$ cat src/rtl/csr_defines.sv
// csr_defines: shared definitions for the Zicsr execution block.
// Holds the csr_exec FSM state enum, the funct3 encodings and the
// address field that marks a CSR as read-only.
package csr_defines;

  typedef enum logic [1:0] {
    ST_IDLE  = 2'd0,
    ST_READ  = 2'd1,
    ST_WRITE = 2'd2,
    ST_RESP  = 2'd3
  } csr_state_e;

  localparam logic [2:0] CSRRW  = 3'b001;
  localparam logic [2:0] CSRRS  = 3'b010;
  localparam logic [2:0] CSRRC  = 3'b011;
  localparam logic [2:0] CSRRWI = 3'b101;
  localparam logic [2:0] CSRRSI = 3'b110;
  localparam logic [2:0] CSRRCI = 3'b111;

  // addr[11:10] == 2'b11 marks a read-only CSR
  localparam logic [1:0] CSR_RO_FIELD = 2'b11;

  // funct3 x00 (000 / 100) carries no CSR operation
  function automatic logic f3_is_legal(input logic [2:0] f3);
    return f3[1:0] != 2'b00;
  endfunction

endpackage

$ cat src/rtl/reg_defines.sv
// reg_defines: register-file wide constants shared across the core.
// REG_W_END is the MSB index of an architectural register (XLEN-1).
package reg_defines;

  localparam int REG_W_END = 31;

endpackage

$ cat src/rtl/csr_alu.sv
// csr_alu: combinational new-value computation for Zicsr instructions.
// i_op is funct3[1:0]: 01 write, 10 set bits, 11 clear bits.
module csr_alu
  import reg_defines::*;
(
  input  logic [1:0]         i_op,
  input  logic [REG_W_END:0] i_old,
  input  logic [REG_W_END:0] i_src,
  output logic [REG_W_END:0] o_new
);

  // select the read-modify-write result for the operation
  always_comb begin
    o_new = i_old;
    case (i_op)
      2'b01:   o_new = i_src;
      2'b10:   o_new = i_old | i_src;
      2'b11:   o_new = i_old & ~i_src;
      default: o_new = i_old;
    endcase
  end

endmodule

$ cat src/rtl/csr_exec.sv
// csr_exec: executes one Zicsr instruction against an external CSR file.
// Sequence: IDLE (accept) -> READ (sample csr_rdata) -> WRITE (one-cycle
// csr_wen strobe when the instruction writes) -> RESP (hold result).
// Optional feature: define CSR_EXEC_RO_CHECK_EN to make write-intent
// accesses to read-only CSRs (addr[11:10] == 2'b11) illegal.
//
// Handshakes: a transfer happens on the rising clock edge where valid and
// ready are both high. req_ready is high only in IDLE; resp_valid is high
// only in RESP, and resp_rdata/resp_illegal do not change until the
// resp_valid && resp_ready edge, which returns the block to IDLE.
module csr_exec
  import reg_defines::*;
  import csr_defines::*;
(
  input  logic                 clock,
  input  logic                 reset,
  input  logic                 req_valid,
  output logic                 req_ready,
  input  logic [2:0]           req_funct3,
  input  logic [11:0]          req_addr,
  input  logic [REG_W_END:0]   req_rs1_data,
  input  logic [4:0]           req_rs1_idx,
  output logic                 resp_valid,
  input  logic                 resp_ready,
  output logic [REG_W_END:0]   resp_rdata,
  output logic                 resp_illegal,
  output logic [11:0]          csr_addr,
  output logic                 csr_wen,
  output logic [REG_W_END:0]   csr_wdata,
  input  logic [REG_W_END:0]   csr_rdata,
  output csr_state_e           o_dbg_state
);

  csr_state_e           r_state;
  csr_state_e           w_next_state;

  logic [2:0]           r_funct3;
  logic [11:0]          r_addr;
  logic [REG_W_END:0]   r_rs1_data;
  logic [4:0]           r_rs1_idx;
  logic [REG_W_END:0]   r_old;

  logic                 w_accept;
  logic                 w_write_intent;
  logic                 w_ro_hit;
  logic                 w_illegal;
  logic [REG_W_END:0]   w_src;
  logic [REG_W_END:0]   w_alu_new;

  assign w_accept = req_valid && (r_state == ST_IDLE);

  // RW/RWI always write; set/clear forms write only with a nonzero rs1/zimm
  assign w_write_intent = (r_funct3[1:0] == 2'b01) || (r_rs1_idx != 5'd0);

  // immediate forms use the rs1 field as a zero-extended 5-bit zimm
  assign w_src = r_funct3[2] ? {{(REG_W_END - 4){1'b0}}, r_rs1_idx} : r_rs1_data;

`ifdef CSR_EXEC_RO_CHECK_EN
  assign w_ro_hit = w_write_intent && (r_addr[11:10] == CSR_RO_FIELD);
`else
  assign w_ro_hit = 1'b0;
`endif

  assign w_illegal = !f3_is_legal(r_funct3) || w_ro_hit;

  csr_alu u_alu (
    .i_op  (r_funct3[1:0]),
    .i_old (r_old),
    .i_src (w_src),
    .o_new (w_alu_new)
  );

  assign csr_addr    = r_addr;
  assign o_dbg_state = r_state;

  // state register
  always_ff @(posedge clock or posedge reset) begin
    if (reset) r_state <= ST_IDLE;
    else       r_state <= w_next_state;
  end

  // capture the instruction fields on the request handshake
  always_ff @(posedge clock or posedge reset) begin
    if (reset) begin
      r_funct3   <= '0;
      r_addr     <= '0;
      r_rs1_data <= '0;
      r_rs1_idx  <= '0;
    end else if (w_accept) begin
      r_funct3   <= req_funct3;
      r_addr     <= req_addr;
      r_rs1_data <= req_rs1_data;
      r_rs1_idx  <= req_rs1_idx;
    end
  end

  // sample the CSR file's combinational read data during READ
  always_ff @(posedge clock or posedge reset) begin
    if (reset)                   r_old <= '0;
    else if (r_state == ST_READ) r_old <= csr_rdata;
  end

  // next-state and output decode
  always_comb begin
    w_next_state = r_state;
    req_ready    = 1'b0;
    csr_wen      = 1'b0;
    csr_wdata    = '0;
    resp_valid   = 1'b0;
    resp_rdata   = '0;
    resp_illegal = 1'b0;
    case (r_state)
      ST_IDLE: begin
        req_ready = 1'b1;
        if (req_valid) w_next_state = ST_READ;
      end
      ST_READ: begin
        w_next_state = ST_WRITE;
      end
      ST_WRITE: begin
        csr_wen      = w_write_intent && !w_illegal;
        csr_wdata    = w_alu_new;
        w_next_state = ST_RESP;
      end
      ST_RESP: begin
        resp_valid   = 1'b1;
        resp_illegal = w_illegal;
        resp_rdata   = w_illegal ? '0 : r_old;
        if (resp_ready) w_next_state = ST_IDLE;
      end
      default: begin
        w_next_state = ST_IDLE;
      end
    endcase
  end

endmodule

$ cat config.mk
export PLATFORM = sky130hd
export DESIGN_NAME = csr_exec
export DESIGN_NICKNAME = d
export VERILOG_FILES = /design/src/rtl/csr_defines.sv /design/src/rtl/reg_defines.sv /design/src/rtl/csr_alu.sv /design/src/rtl/csr_exec.sv
export SDC_FILE = /design/constraint.sdc
export NUM_CORES = 1
export LEC_CHECK = 0
export CAP_MARGIN = 20
export CORE_MARGIN = 4
export CORE_UTILIZATION = 42
export DETAILED_ROUTE_END_ITERATION = 8
export MAX_ROUTING_LAYER = met4
export PLACE_DENSITY = 0.8
export SETUP_SLACK_MARGIN = 0.1
export SLEW_MARGIN = 25
export SYNTH_ARGS = -nofsm -noshare
export SYNTH_HDL_FRONTEND = slang
export SYNTH_HIERARCHICAL = 1
export SYNTH_SLANG_ARGS = --single-unit
$ cat constraint.sdc
create_clock -name clock -period 2.5 [get_ports clock]
set_clock_uncertainty 0.05 [all_clocks]
set_input_delay 0.375 -clock clock [delete_from_list [all_inputs] [get_ports clock]]
set_output_delay 0.375 -clock clock [all_outputs]
set_load 0.005 [all_outputs]
Word level (Yosys, flattened, before mapping)

Cells that the tools add are included.

Add/subtract/negate cells: 0
Multiply operators: 0
Divide/modulo/power cells: 0
Order comparisons: 0
Equal/unequal tests: 8
Shifts and indexed selects: 0
Multiplexer cells: 12
Bitwise logic cells: 3
Reductions and logical operators: 8

Operators with widths:

| operator             | number |
|---|---|
| $mux W32             | 4 |
| $pmux W32 S3         | 1 |
| $and A32 B32 Y32     | 1 |
| $not A32 Y32         | 1 |
| $or A32 B32 Y32      | 1 |
| $eq A2 B2 Y1 const B | 4 |
| $pmux W2 S4          | 1 |
| $reduce_bool A5 Y1   | 1 |
| $eq A2 B1 Y1 const B | 2 |
| $mux W1              | 4 |
| $mux W2              | 2 |
| $ne A2 B2 Y1 const B | 2 |
| $logic_and A1 B1 Y1  | 2 |
| $logic_not A2 Y1     | 1 |
| $reduce_and A2 Y1    | 1 |
| $reduce_bool A2 Y1   | 1 |
| $logic_not A1 Y1     | 1 |
| $logic_or A1 B1 Y1   | 1 |

Flip-flop bits (word level): 86
Latch bits: 0
RAM bits: 0
Bits in read-only memories: 0
Output and inout port bits: 82
Memories kept: 0

Logic depth before layout (Yosys ltp)

Depth after elaboration: 5
Gate-level depth with buffers: 5
Gate-level depth less buffers: 4

Hierarchy

Netlist, hierarchy kept.

By module, submodules not included:

| module   | times used | cells each | area each (um2) | seq. area each (um2) |
|---|---|---|---|---|
| csr_exec | 1          | 303        | 4,175.3         | 2,152.1 |
| csr_alu  | 1          | 142        | 928.4           | 0.0 |

Worst setup path before layout

Ideal clock, no wire load.

Path kind: register to output
Start: register r_funct3[2]
End: output port csr_wdata[3]
Arrival: 1.340 ns
Data required time: 2.075 ns
Path slack: 0.735 ns
Stages on the path, launching flop included: 6
Buffers on the path: 1
Path through: dfrtp_1 > buf_2 > mux2_2 > xnor2_1 > a22oi_1 > and2_1

Cells in the longest elaborated chain, start to end: 5
Elaborated cells between the ends (all ways): 6
Those cells by class: mux: 3; bitwise: 3

Ends and longest elaborated chain:

| what                     | line            | RTL |
|---|---|---|
| start: declaration       | csr_exec.sv:37  | `logic [2:0] r_funct3;` |
| start signal: assignment | csr_exec.sv:90  | `r_funct3 <= req_funct3;` |
| $mux W32 *               | csr_exec.sv:56  | `assign w_src = r_funct3[2] ? {{(REG_W_END - 4){1'b0}}, r_rs1_idx} : r_rs1_data;` |
| via w_src[3]             | csr_exec.sv:47  | `logic [REG_W_END:0] w_src;` |
| $not A32 Y32             | csr_alu.sv:18   | `2'b11: o_new = i_old & ~i_src;` |
| $and A32 B32 Y32         | csr_alu.sv:18   |  |
| $pmux W32 S3 *           | csr_alu.sv:15   | `case (i_op)` |
| via w_alu_new[3]         | csr_exec.sv:48  | `logic [REG_W_END:0] w_alu_new;` |
| $mux W32 *               | csr_exec.sv:112 | `case (r_state)` |
| end: declaration         | csr_exec.sv:29  | `output logic [REG_W_END:0] csr_wdata,` |

The timed path passes the listed nets; every way through them passes the cells marked *.

Final worst setup path

Start: register r_funct3[2]
End: output port csr_wdata[28]

Same word-level chain as after synthesis.

==> results by group <==
Detailed routing
  • WL final: ~13 mm
  • Vias per cell: roughly 5.1
  • Routed Antenna Nets: 0
  • First DRT Iteration DRCs: 152
  • # DRC: 0
  • Routed WL per cell: 17.2 um
  • DRT Pass-1 Iters: 4
  • Routed via count: between 3k and 4k

Critical path
  • CP max FO: 15
  • Worst Path Required: between 2 and 2.5 ns
  • Crit. End Element: output pin
  • Worst r2r dst: r_old[7]$_DFFE_PP0N_
  • Reg2Reg Depth: 5
  • Startpoint Class: flip-flop
  • Crit Path Class: flip-flop to output pin
  • CP arrival: approximately 2.1 ns
  • Reg-to-reg slack, setup: between 0.6 and 0.7 ns
  • R2r startpoint: o_dbg_state[1]$_DFFE_PP0P_

Min path
  • Hold Crit Class: flip-flop to flip-flop
  • Hold wc startpoint: r_old[9]$_DFFE_PP0N_
  • Worst Hold Depth: 1
  • Worst Hold End: r_old[9]$_DFFE_PP0N_

Logic synthesis
  • Top post-synthesis cells by area: dfrtp_1 (42%), mux2_4 (15%), mux2_2 (8.4%), and2_1 (7.8%), xnor2_1 (5.5%)
  • Synth unique cells: 26
  • Post-Syn Nets: around 540
  • Syn_area_per_cell: between 10 and 15 um^2
  • Flops & latches, synth: 86
  • Synth Cell Area: 5100 um^2
  • Synth Warn #: 6
  • Top cell type's share of synthesized area: between 40% and 50%
  • Sequential-to-total area share from yosys stat: 42.2%
  • Cells after Synth: about 450
  • Area leader, netlist: dfrtp_1

Cells and area
  • Layout cells sized above 1: approximately a quarter
  • Multi-input gate area: about 2700 um^2
  • Most frequent cells in the layout: clkdlybuf4s50_1 (118), dfrtp_1 (84), and2_1 (62), mux2_4 (52), dlymetal6s2s_1 (47)
  • Nets: roughly 700
  • Seq. cell area: about 2200 um^2
  • Non-Filler Instances: approximately 770
  • Commonest non-fill, non-tap cell in the layout: clkdlybuf4s50_1
  • N_diodes: 0
  • Layout area overhead: 49.1%
  • # fillers: 883

Floorplan
  • Core area: 11700 um^2
  • Chip Width: roughly 120 um
  • DIE AREA: about 14000 um^2
  • Top-level I/O count: 170
  • Die height: around 120 um
  • # rows: 39
  • Starting Density: 43.8%

GRT
  • Global-route wire length before repair: approximately 21 mm
  • Largest net degree at the start of global routing: 87
  • Met3 Use GR: under 10%
  • GR Overflow Total: 0
  • Global routing usage on met1: about a quarter
  • Vias in the first global route: roughly 4.2k
  • Gr busiest metal: met2
  • Gr usage total: between 10% and 20%
  • Initial antenna violation count: 0
  • Met2 GRT Util: around a third

CTS
  • Worst-skew pair later-pin latency: 0.33 ns
  • Clk buf depth: 2
  • CTS tree: built
  • CTS root buf: clkbuf_16
  • Hold bufs inserted after CTS: 0
  • Clock Sinks: 86
  • Clock Pin Slew Worst Setup and Hold Paths: ~0.060 ns
  • H-Tree Depth: 3
  • Num CTS Buffers: 9

Pwr
  • Worst vdd ir: about 0.79 mV
  • Power Total: just under 10 mW
  • Leakage: 4.11 nW
  • Power Density: 1300 nW/um^2

Run status
  • Status: complete, but fails checks
  • Failing checks: setup timing

Timing
  • Max-slew violations: 0
  • Max_slew headroom: between 60 and 70%
  • Fin crit share: 101%
  • Peak Freq: 396 MHz
  • Hold Fails Final Rpt: 0
  • RSZ-0062 raised after global routing: true
  • Final setup fails: 1
  • Final worst-path setup slack: -0.0227 ns
  • Post-route minimum period: 2.52 ns
  • Slew at the pin closest to its max-slew limit: about 0.5 ns

Placed design
  • Routability cong.: 0.841
  • Port buffer count: approximately 170
  • Placed Cells: 740
  • Worst slack, placed: 0.257 ns
  • Post-DP HPWL: 9.16 mm

Run
  • Max-cap violations: 0
cells in the mapped netlist, drive strengths merged:
cell type  instances
a21oi              1
a22oi             32
a31oi              1
and2              64
buf               22
clkbuf            10
dfrtp             86
ha                 4
inv               37
mux2              90
nand2              1
nor2b             28
nor3b              1
nor4               1
o21a               1
o21ai             33
o32a               1
xnor2             32
repair_timing:
| action | in CTS | in global routing |
|---|---|---|
| endpoints found under the hold margin | 0 | 0 |
| endpoints found under the setup margin | 65 | 61 |
| pin swaps | 0 | 20 |
| gates resized for setup | 25 | 81 |
| setup buffers | 7 | 3 |
critical path, cell delays in order, from the launching register on:
cell,delay [ns]
dfrtp_1,0.42
buf_8,0.19
nor2b_2,0.17
o21ai_0,0.12
a22oi_1,0.19
and2_1,0.15
clkdlybuf4s50_1,0.52
stage by stage:
stage	area (um^2)	hold slack, ns	TNS [ns]	utilization (%)
finish	7610	0.454	-0.0227	65.2
global route	7610	0.475	-0.881	65.2
CTS	7380	0.456	-0.567	63.3
detailed placement	6960	0.433	0	59.7
global placement	6960	0.435	0	59.7
floorplan	5110	0.422	0	-
how the worst max path moves through the flow:
| stage | from | to |
|---|---|---|
| finish | r_funct3[2]$_DFFE_PP0P_ | csr_wdata[28] |
| global route | r_funct3[2]$_DFFE_PP0P_ | csr_wdata[13] |
| CTS | r_funct3[2]$_DFFE_PP0P_ | csr_wdata[3] |
| detailed placement | r_funct3[2]$_DFFE_PP0P_ | csr_wdata[3] |
| global placement | r_funct3[2]$_DFFE_PP0P_ | csr_wdata[0] |
| floorplan | r_funct3[2]$_DFFE_PP0P_ | csr_wdata[3] |
kinds of logic (layout without fill, tap and decap cells):
logic type	Yosys count	count (layout)	share of synthesized area (%)
and+or+nand+nor	95	95	11.8
muxes	90	90	23.5
DFF	86	86	42.2
AOI/OAI and AO/OA	69	69	8.51
buffers and inverters	69	246	7.55
xor gates and xnor gates	32	32	5.49
adders and majority gates	4	4	0.981
where the power goes:
part | switching (mW) | internal (mW)
clock | 0.539 | 0.865
sequential | 0.509 | 2.13
combinational | 2.27 | 3.61
total | 3.32 | 6.60
area by class of cell:
type	count	share of cell area, %
Clock buffer	10	3.01
Sequential cell	86	28.3
Inverter	37	1.87
Clock inverter	5	0.987
Multi-Input combinational cell	290	35.5
Timing Repair Buffer	194	28.0
Tap cell	143	2.35
metal layers:
layer / up-vias / share of wire (%) / wire [um]
li1: 1843 / - / -
met1: 1913 / 45 / 5940
met2: 118 / 49 / 6440
met3: 14 / 4.5 / 586
met4: 0 / 1.5 / 197
met5: - / 0 / 0
flip-flops by register name, summed over array words and instances (netlist names):
| register | count |
|---|---|
| r_rs1_idx | 5 |
| csr_addr | 12 |
| o_dbg_state | 2 |
| r_rs1_data | 32 |
| r_old | 32 |
| r_funct3 | 3 |
Note: power is estimated with default switching activity, not from simulation.
